## config.mk

```make
export PLATFORM = sky130hd
export DESIGN_NAME = mac_requant_sign_flat
export DESIGN_NICKNAME = d
export VERILOG_FILES = /design/src/rtl/mac_requant_sign_if.sv /design/src/rtl/mac_requant_sign.sv /design/src/flat_wrapper.sv
export SDC_FILE = /design/constraint.sdc
export NUM_CORES = 1
export LEC_CHECK = 0
export BUFFER_PORTS_ARGS = -buffer_cell sky130_fd_sc_hd__buf_4
export CAP_MARGIN = 20
export CORE_ASPECT_RATIO = 1.75
export CORE_MARGIN = 1
export CORE_UTILIZATION = 45
export CTS_CLUSTER_DIAMETER = 30
export DETAILED_ROUTE_END_ITERATION = 10
export PLACE_DENSITY = 0.67
export SLEW_MARGIN = 5
export SYNTH_ARGS = -nofsm -noshare
export SYNTH_HDL_FRONTEND = slang
export SYNTH_SLANG_ARGS = --single-unit
```

## constraint.sdc

```tcl
create_clock -name iClk -period 5.4 [get_ports iClk]
set_clock_uncertainty 0.15 [all_clocks]
set_input_delay 0.27 -clock iClk [delete_from_list [all_inputs] [get_ports iClk]]
set_output_delay 0.27 -clock iClk [all_outputs]
set_load 0.05 [all_outputs]
```

## src/rtl/mac_requant_sign_if.sv

```systemverilog
// mac_requant_sign_if: operand input and result output handshake bundle
interface mac_requant_sign_if #(parameter int WIDTH = 8);
  logic inValid;
  logic inReady;
  logic signed [WIDTH-1:0] dataA;
  logic signed [WIDTH-1:0] dataB;
  logic signed [WIDTH-1:0] dataOut;
  logic outValid;
  logic outReady;
  modport master (output inValid, dataA, dataB, outReady, input inReady, dataOut, outValid);
  modport slave (input inValid, dataA, dataB, outReady, output inReady, dataOut, outValid);
endinterface

```

## src/rtl/mac_requant_sign.sv

```systemverilog
// mac_requant_sign: signed MAC over LEN pairs, then round, shift and saturate back to WIDTH bits
module mac_requant_sign #(
  parameter int WIDTH = 8,
  parameter int DECIMAL_POINT = 6,
  parameter int LEN = 16,
  parameter int ACC_WIDTH = 24
) (
  input logic iClk,
  input logic iRst,
  mac_requant_sign_if.slave bus
);
  localparam int CW = $clog2(LEN + 1);
  localparam logic signed [ACC_WIDTH-1:0] MAXV = ACC_WIDTH'((1 <<< (WIDTH - 1)) - 1);
  localparam logic signed [ACC_WIDTH-1:0] MINV = ACC_WIDTH'(-(1 <<< (WIDTH - 1)));
  localparam logic signed [ACC_WIDTH-1:0] HALF = ACC_WIDTH'(1 <<< (DECIMAL_POINT - 1));
  typedef enum logic [1:0] {ACCUM, REQUANT, OUT} state_t;
  state_t state, state_n;
  logic signed [ACC_WIDTH-1:0] acc, r;
  logic signed [2*WIDTH-1:0] prod;
  logic [CW-1:0] count;
  logic [WIDTH-1:0] sat;
  logic accept;
  assign prod = bus.dataA * bus.dataB;
  assign accept = state == ACCUM && bus.inValid;
  assign bus.inReady = state == ACCUM;
  assign bus.outValid = state == OUT;
  // rounding adds half an LSB before the arithmetic shift: ties go toward +inf
  always_comb begin
    r = (acc + HALF) >>> DECIMAL_POINT;
    sat = r > MAXV ? MAXV[WIDTH-1:0] : r < MINV ? MINV[WIDTH-1:0] : r[WIDTH-1:0];
  end
  always_comb begin
    state_n = state == ACCUM ? (accept && count == CW'(LEN - 1) ? REQUANT : ACCUM)
            : state == REQUANT ? OUT
            : (bus.outReady ? ACCUM : OUT);
  end
  always_ff @(posedge iClk) begin
    if (!iRst) begin
      state <= ACCUM;
      acc <= '0;
      count <= '0;
      bus.dataOut <= '0;
    end else begin
      state <= state_n;
      if (accept) begin
        acc <= acc + ACC_WIDTH'(prod);
        count <= count + 1'b1;
      end
      if (state == REQUANT) bus.dataOut <= sat;
      if (state == OUT && bus.outReady) begin
        acc <= '0;
        count <= '0;
      end
    end
  end
endmodule

```

## src/flat_wrapper.sv

```systemverilog
// flat-port wrapper written by rule: the top's interface ports become plain ports
module mac_requant_sign_flat 
#(
  parameter int WIDTH = 8,
  parameter int DECIMAL_POINT = 6,
  parameter int LEN = 16,
  parameter int ACC_WIDTH = 24
)
  (iClk, iRst, bus_inValid, bus_dataA, bus_dataB, bus_outReady, bus_inReady, bus_dataOut, bus_outValid);
  mac_requant_sign_if #(.WIDTH(WIDTH)) bus_i ();
  input logic iClk;
  input logic iRst;
  input wire logic [$bits(bus_i.inValid)-1:0] bus_inValid;
  input wire logic [$bits(bus_i.dataA)-1:0] bus_dataA;
  input wire logic [$bits(bus_i.dataB)-1:0] bus_dataB;
  input wire logic [$bits(bus_i.outReady)-1:0] bus_outReady;
  output wire logic [$bits(bus_i.inReady)-1:0] bus_inReady;
  output wire logic [$bits(bus_i.dataOut)-1:0] bus_dataOut;
  output wire logic [$bits(bus_i.outValid)-1:0] bus_outValid;
  assign bus_i.inValid = bus_inValid;
  assign bus_i.dataA = bus_dataA;
  assign bus_i.dataB = bus_dataB;
  assign bus_i.outReady = bus_outReady;
  assign bus_inReady = bus_i.inReady;
  assign bus_dataOut = bus_i.dataOut;
  assign bus_outValid = bus_i.outValid;
  mac_requant_sign #(.WIDTH(WIDTH), .DECIMAL_POINT(DECIMAL_POINT), .LEN(LEN), .ACC_WIDTH(ACC_WIDTH)) u_core (.iClk(iClk), .iRst(iRst), .bus(bus_i));
endmodule
```

-- Yosys cells after proc, flatten, opt, wreduce, memory -nomap -nowiden
Cells that the tools add are included.
- register bits after elaboration: 39
- bits of input ports: 20
- word-level logic and storage cells: 25
- add/sub/neg operators: 3
- multiply operators: 1
- order comparisons: 2
- eq/ne operators: 3
- muxes and demuxes: 6
- bitwise logic cells: 1
- reductions and logical operators: 5
- operator list (operator ; number):
    $add 24x16->24 ; 1
    $add 24x7->24 const B ; 1
    $gt 18x8->1 const B ; 1
    $lt 18x8->1 const B ; 1
    $mul 8x8->16 ; 1
    $mux 8 ; 2
    $mux 2 ; 3
    $add 5x1->5 const B ; 1
    $eq 5x4->1 const B ; 1
    $logic_and 1x1->1 ; 3
    $eq 2x1->1 const B ; 1
    $eq 2x2->1 const B ; 1
    $logic_not 2->1 ; 1
    $reduce_or 2->1 ; 1
    $mux 1 ; 1
    $not 1->1 ; 1

-- Logic depth before layout (Yosys ltp)
- depth after elaboration: 5
- gate-level depth with buffers: 19
- depth with buffers taken out: 19

-- Worst setup path after synthesis
OpenSTA, ideal clock, no wires.
- kind: input to register
- from: input bus_dataB[1]
- to: register u_core.acc[23]
- library setup time: 0.133 ns
- arrival: 5.017 ns
- data required time: 5.117 ns
- setup slack: 0.101 ns
- stages: 15
- cell sequence: clkbuf_1 > and2_1 > fa_1 > fa_1 > fa_1 > fa_1 > ha_1 > ha_1 > and3_1 > nor4bb_1 > o211ai_1 > o211ai_1 > a221oi_1 > xnor2_1 > a21oi_1
- word-level cells in the longest chain between the ends: 2
- ends and longest elaborated chain (what ; RTL line ; source):
    start, declared ; flat_wrapper.sv:15 ; input wire logic [$bits(bus_i.dataB)-1:0] bus_dataB;
    $mul 8x8->16 ; mac_requant_sign.sv:23 ; assign prod = bus.dataA * bus.dataB;
    $add 24x16->24 ; mac_requant_sign.sv:46 ; acc <= acc + ACC_WIDTH'(prod);
    end signal, assigned ; mac_requant_sign.sv:46 ;
    end, declared ; mac_requant_sign.sv:18 ; logic signed [ACC_WIDTH-1:0] acc, r;
No other way between the ends.
A chain may end at the register's enable or synchronous reset.

-- Worst setup path after layout
- from: input bus_dataB[2]
- to: register u_core.acc[23]
The elaborated chain is that of the path after synthesis.

==> results.txt <==
- The run finished with clean final reports.
- The clock net in this run drives a total of 39 sinks.
- After synthesis, the share of flip-flops with an asynchronous set or reset is 0%.
* Worst Path Required: 5370 ps
- Gates resized during post-CTS repair numbered 0.
* Share of cells above drive strength 1: 8.987%
* H-tree level count: 2
- Slew at the pin closest to its max-slew limit: 1092 ps
- DRC violations left: 0
- Global routing used 1.857% of the available met3 tracks.
- Number of primary I/O pins: 30
- Leading cell types in the layout, fill and taps excluded: sky130_fd_sc_hd__inv_1, sky130_fd_sc_hd__fa_1, sky130_fd_sc_hd__nand2_1, sky130_fd_sc_hd__ha_1, sky130_fd_sc_hd__buf_4
- The die is 89.68 um wide.
- Total of hold buffers inserted after clock tree synthesis: 0
- STA classifies the critical path endpoint as a register.
- Number of antenna cells inserted: 0
* Maximum number of pins on one net before global-route repair: 30
- Max Clk Rate: 195.1 MHz
* Post-layout net count: 881
- Chip height: 155.4 um
- In the finished design, the share of the clock period the worst path needs comes to 94.92%.
- Detailed routing inserted a total of 4694 vias.
* Hold path start: iRst
- Cell area after layout: 6703 um2
* Drt pass-1 iters: 4
- The worst hold path was traced through 3 stages.
* Most common library cell in the layout ignoring fill and taps: sky130_fd_sc_hd__inv_1
- The die covers 13940 um2.
* Capture endpoint of the worst hold path: u_core.state[1]$_SDFF_PP0_
- Synthesis produced a netlist with a net count of 847.
- The count of final max-slew check failures came to 0.
- In this run the remaining antenna-violating nets after routing total 0.
* RR Endpoint: u_core.acc[16]$_SDFFE_PP0P_
- Crit path arrival time: 5090 ps
- Once routing completed, OpenROAD measured the worst setup slack at 274.4 ps.
- Buffers placed on the I/O ports in this run total 29.
- Per-cell via count in the routed design: 5.383
* Yosys cell types: 60
- Once detailed placement completed, the half-perimeter wirelength came to 12250 um.
- Once the floorplan was initialized, standard cells occupied 46.54% of the core.
- Number of hold violations in the final report: 0
- After the first detailed-routing iteration, the DRC count stood at 163.
- The clock passes through at most 2 buffers.
- The tool flagged a number of max-cap violations equal to 0.
- Setup slack on the worst reg-to-reg path comes out at 350 ps.
- Number of instances in the synthesized netlist: 666
- For this run, the number of Yosys warnings is 0.
- TritonCTS built the clock tree.
- Placer congestion estimate: 0.8520
- The region available for standard cell placement spans 13010 um2.
- Before CTS, the worst setup slack after placement is -54.28 ps.
- For this run, global-route usage on met1 was measured as 21.25%.
* Antenna violations before repair: 0
- Measured in cells, the most critical reg-to-reg path has a length of 17.
- In the final routed layout, each cell accounts on average for 16.22 um.
* Clk Latency, worst-skew pair: 280 ps
- Maximum net fanout on the critical path: 8
- R2R Path Start: u_core.acc[6]$_SDFFE_PP0P_
- GR peak layer: met2
- Met2 Use GR: 44.30%
- Element type at the critical path start: input port
- Number of clock buffers inserted by TritonCTS: 5
- Unrepaired setup endpoints after global routing: false
* Critical setup path kind: in -> reg
* Hold slack: 90.00 ps
* GRT Overall Usage: 22.13%
- Synth Cell Area: 6053 um2
* Setup TNS after final layout: 0 ps
- Average cell area after synthesis: 9.089 um2
- Proportion of synthesized chip area in sequential cells: 12.90%
* Vias in the first global route: 5155
* Count of flip-flops with a built-in enable after synthesis: 0
* Placed standard-cell area: 6534 um2
* Time the worst path needs with I/O delays and setup: 5126 ps
- Overflow left after global routing: 0
* First-pass GRT wire length: 23650 um
- In this run the tightest slew margin relative to its limit is 27.20%.
- In this run the core area contains 55 standard-cell rows.
* Number of register bits inferred by synthesis: 39
- Clock-pin slew was measured on the worst setup and hold paths at 60 ps.
- The tightest min-delay check is of the in -> reg type.
- The routed design has 14140 um of wire.
- Cell chosen for the clock root: sky130_fd_sc_hd__clkbuf_16
* Final Setup Violations: 0
* Post-CTS Setup Repair Bufs: 0
- Layout area overhead: 10.73%
- Primary FF master, synth: sky130_fd_sc_hd__dfxtp_1
metrics by stage:
step,util (%),instances
6_report,51.53,872
5_1_grt,51.53,872
4_1_cts,51.53,872
3_5_place_dp,50.24,864
3_3_place_gp,50.24,864
2_1_floorplan,-,666
worst max-delay path by stage:
| stage | cells past startpoint | slack [ps] | startpoint | to |
|---|---|---|---|---|
| floorplan | 15 | 100 | bus_dataB[1] | u_core.acc[23]$_SDFFE_PP0P_ |
| global placement | 19 | 110 | bus_dataB[2] | u_core.acc[23]$_SDFFE_PP0P_ |
| detailed placement | 19 | -50 | bus_dataB[2] | u_core.acc[23]$_SDFFE_PP0P_ |
| CTS | 19 | 210 | bus_dataB[2] | u_core.acc[23]$_SDFFE_PP0P_ |
| finish | 19 | 270 | bus_dataB[2] | u_core.acc[23]$_SDFFE_PP0P_ |
| global route | 19 | 60 | bus_dataA[7] | u_core.acc[23]$_SDFFE_PP0P_ |
kinds of logic (layout without fill, tap and decap cells):
kind of cell,after synthesis,count (layout),synth area share [%]
AOI/OAI and AO/OA,106,106,11.37
xor gates and xnor gates,32,32,4.630
adders and majority gates,161,161,46.18
buffers and inverters,127,162,8.082
DFF,39,39,12.90
and+or+nand+nor,201,201,16.85
critical path, stage by stage:
cell	delay, ps
sky130_fd_sc_hd__buf_4	140
sky130_fd_sc_hd__nand2_1	150
sky130_fd_sc_hd__inv_1	80
sky130_fd_sc_hd__fa_1	560
sky130_fd_sc_hd__inv_2	100
sky130_fd_sc_hd__fa_1	490
sky130_fd_sc_hd__buf_4	190
sky130_fd_sc_hd__fa_1	530
sky130_fd_sc_hd__inv_1	50
sky130_fd_sc_hd__fa_1	470
sky130_fd_sc_hd__ha_1	310
sky130_fd_sc_hd__ha_1	360
sky130_fd_sc_hd__and3_1	280
sky130_fd_sc_hd__nor4bb_1	360
sky130_fd_sc_hd__o211ai_1	150
sky130_fd_sc_hd__o211ai_1	160
sky130_fd_sc_hd__a221oi_1	140
sky130_fd_sc_hd__xnor2_1	200
sky130_fd_sc_hd__a21oi_1	80
flip-flops by register name, summed over array words and instances, names as in the netlist:
register            flops
u_core.count            5
u_core.state            2
u_core.bus.dataOut      8
u_core.acc             24
layout make-up:
class | count | area [um2]
Fill cell | 1204 | 6304
Multi-Input combinational cell | 500 | 4783
Sequential cell | 39 | 780.7
Inverter | 110 | 412.9
Timing Repair Buffer | 44 | 342.8
Tap cell | 171 | 214.0
Clock buffer | 5 | 125.1
Clock inverter | 3 | 43.79
Yosys cell counts, types with 3 or more instances:
library cell               number  area [um2]
sky130_fd_sc_hd__inv_1        109       409.1
sky130_fd_sc_hd__fa_1         104        2082
sky130_fd_sc_hd__nand2_1       76       285.3
sky130_fd_sc_hd__ha_1          57       713.2
sky130_fd_sc_hd__dfxtp_1       39       780.8
sky130_fd_sc_hd__and2_1        36       225.2
sky130_fd_sc_hd__a21oi_1       31       155.2
sky130_fd_sc_hd__nor2_1        29       108.9
sky130_fd_sc_hd__xnor2_1       22       192.7
sky130_fd_sc_hd__o21ai_0       17       85.08
sky130_fd_sc_hd__clkbuf_1      14       52.55
sky130_fd_sc_hd__nand3_1       12       60.06
sky130_fd_sc_hd__xor2_1        10       87.58
sky130_fd_sc_hd__a211oi_1       9       67.56
sky130_fd_sc_hd__nor3_1         9       45.04
sky130_fd_sc_hd__and3_1         7       43.79
sky130_fd_sc_hd__nand4_1        7       43.79
sky130_fd_sc_hd__o211ai_1       7       52.55
sky130_fd_sc_hd__a21o_1         6       45.04
sky130_fd_sc_hd__a31oi_1        5       31.28
sky130_fd_sc_hd__o21a_1         5       37.54
sky130_fd_sc_hd__nand2b_1       4       25.02
sky130_fd_sc_hd__nor2b_1        4       25.02
sky130_fd_sc_hd__o22ai_1        3       18.77
routing by layer:
layer / vias to the layer above / routed length [um]
li1: 2235 / -
met1: 2346 / 4750
met2: 80 / 8511
met3: 33 / 253
met4: 0 / 626
met5: - / 0
Power is not shown: default switching activity piles up to over one toggle a cycle in this logic, so the estimate is an artifact.
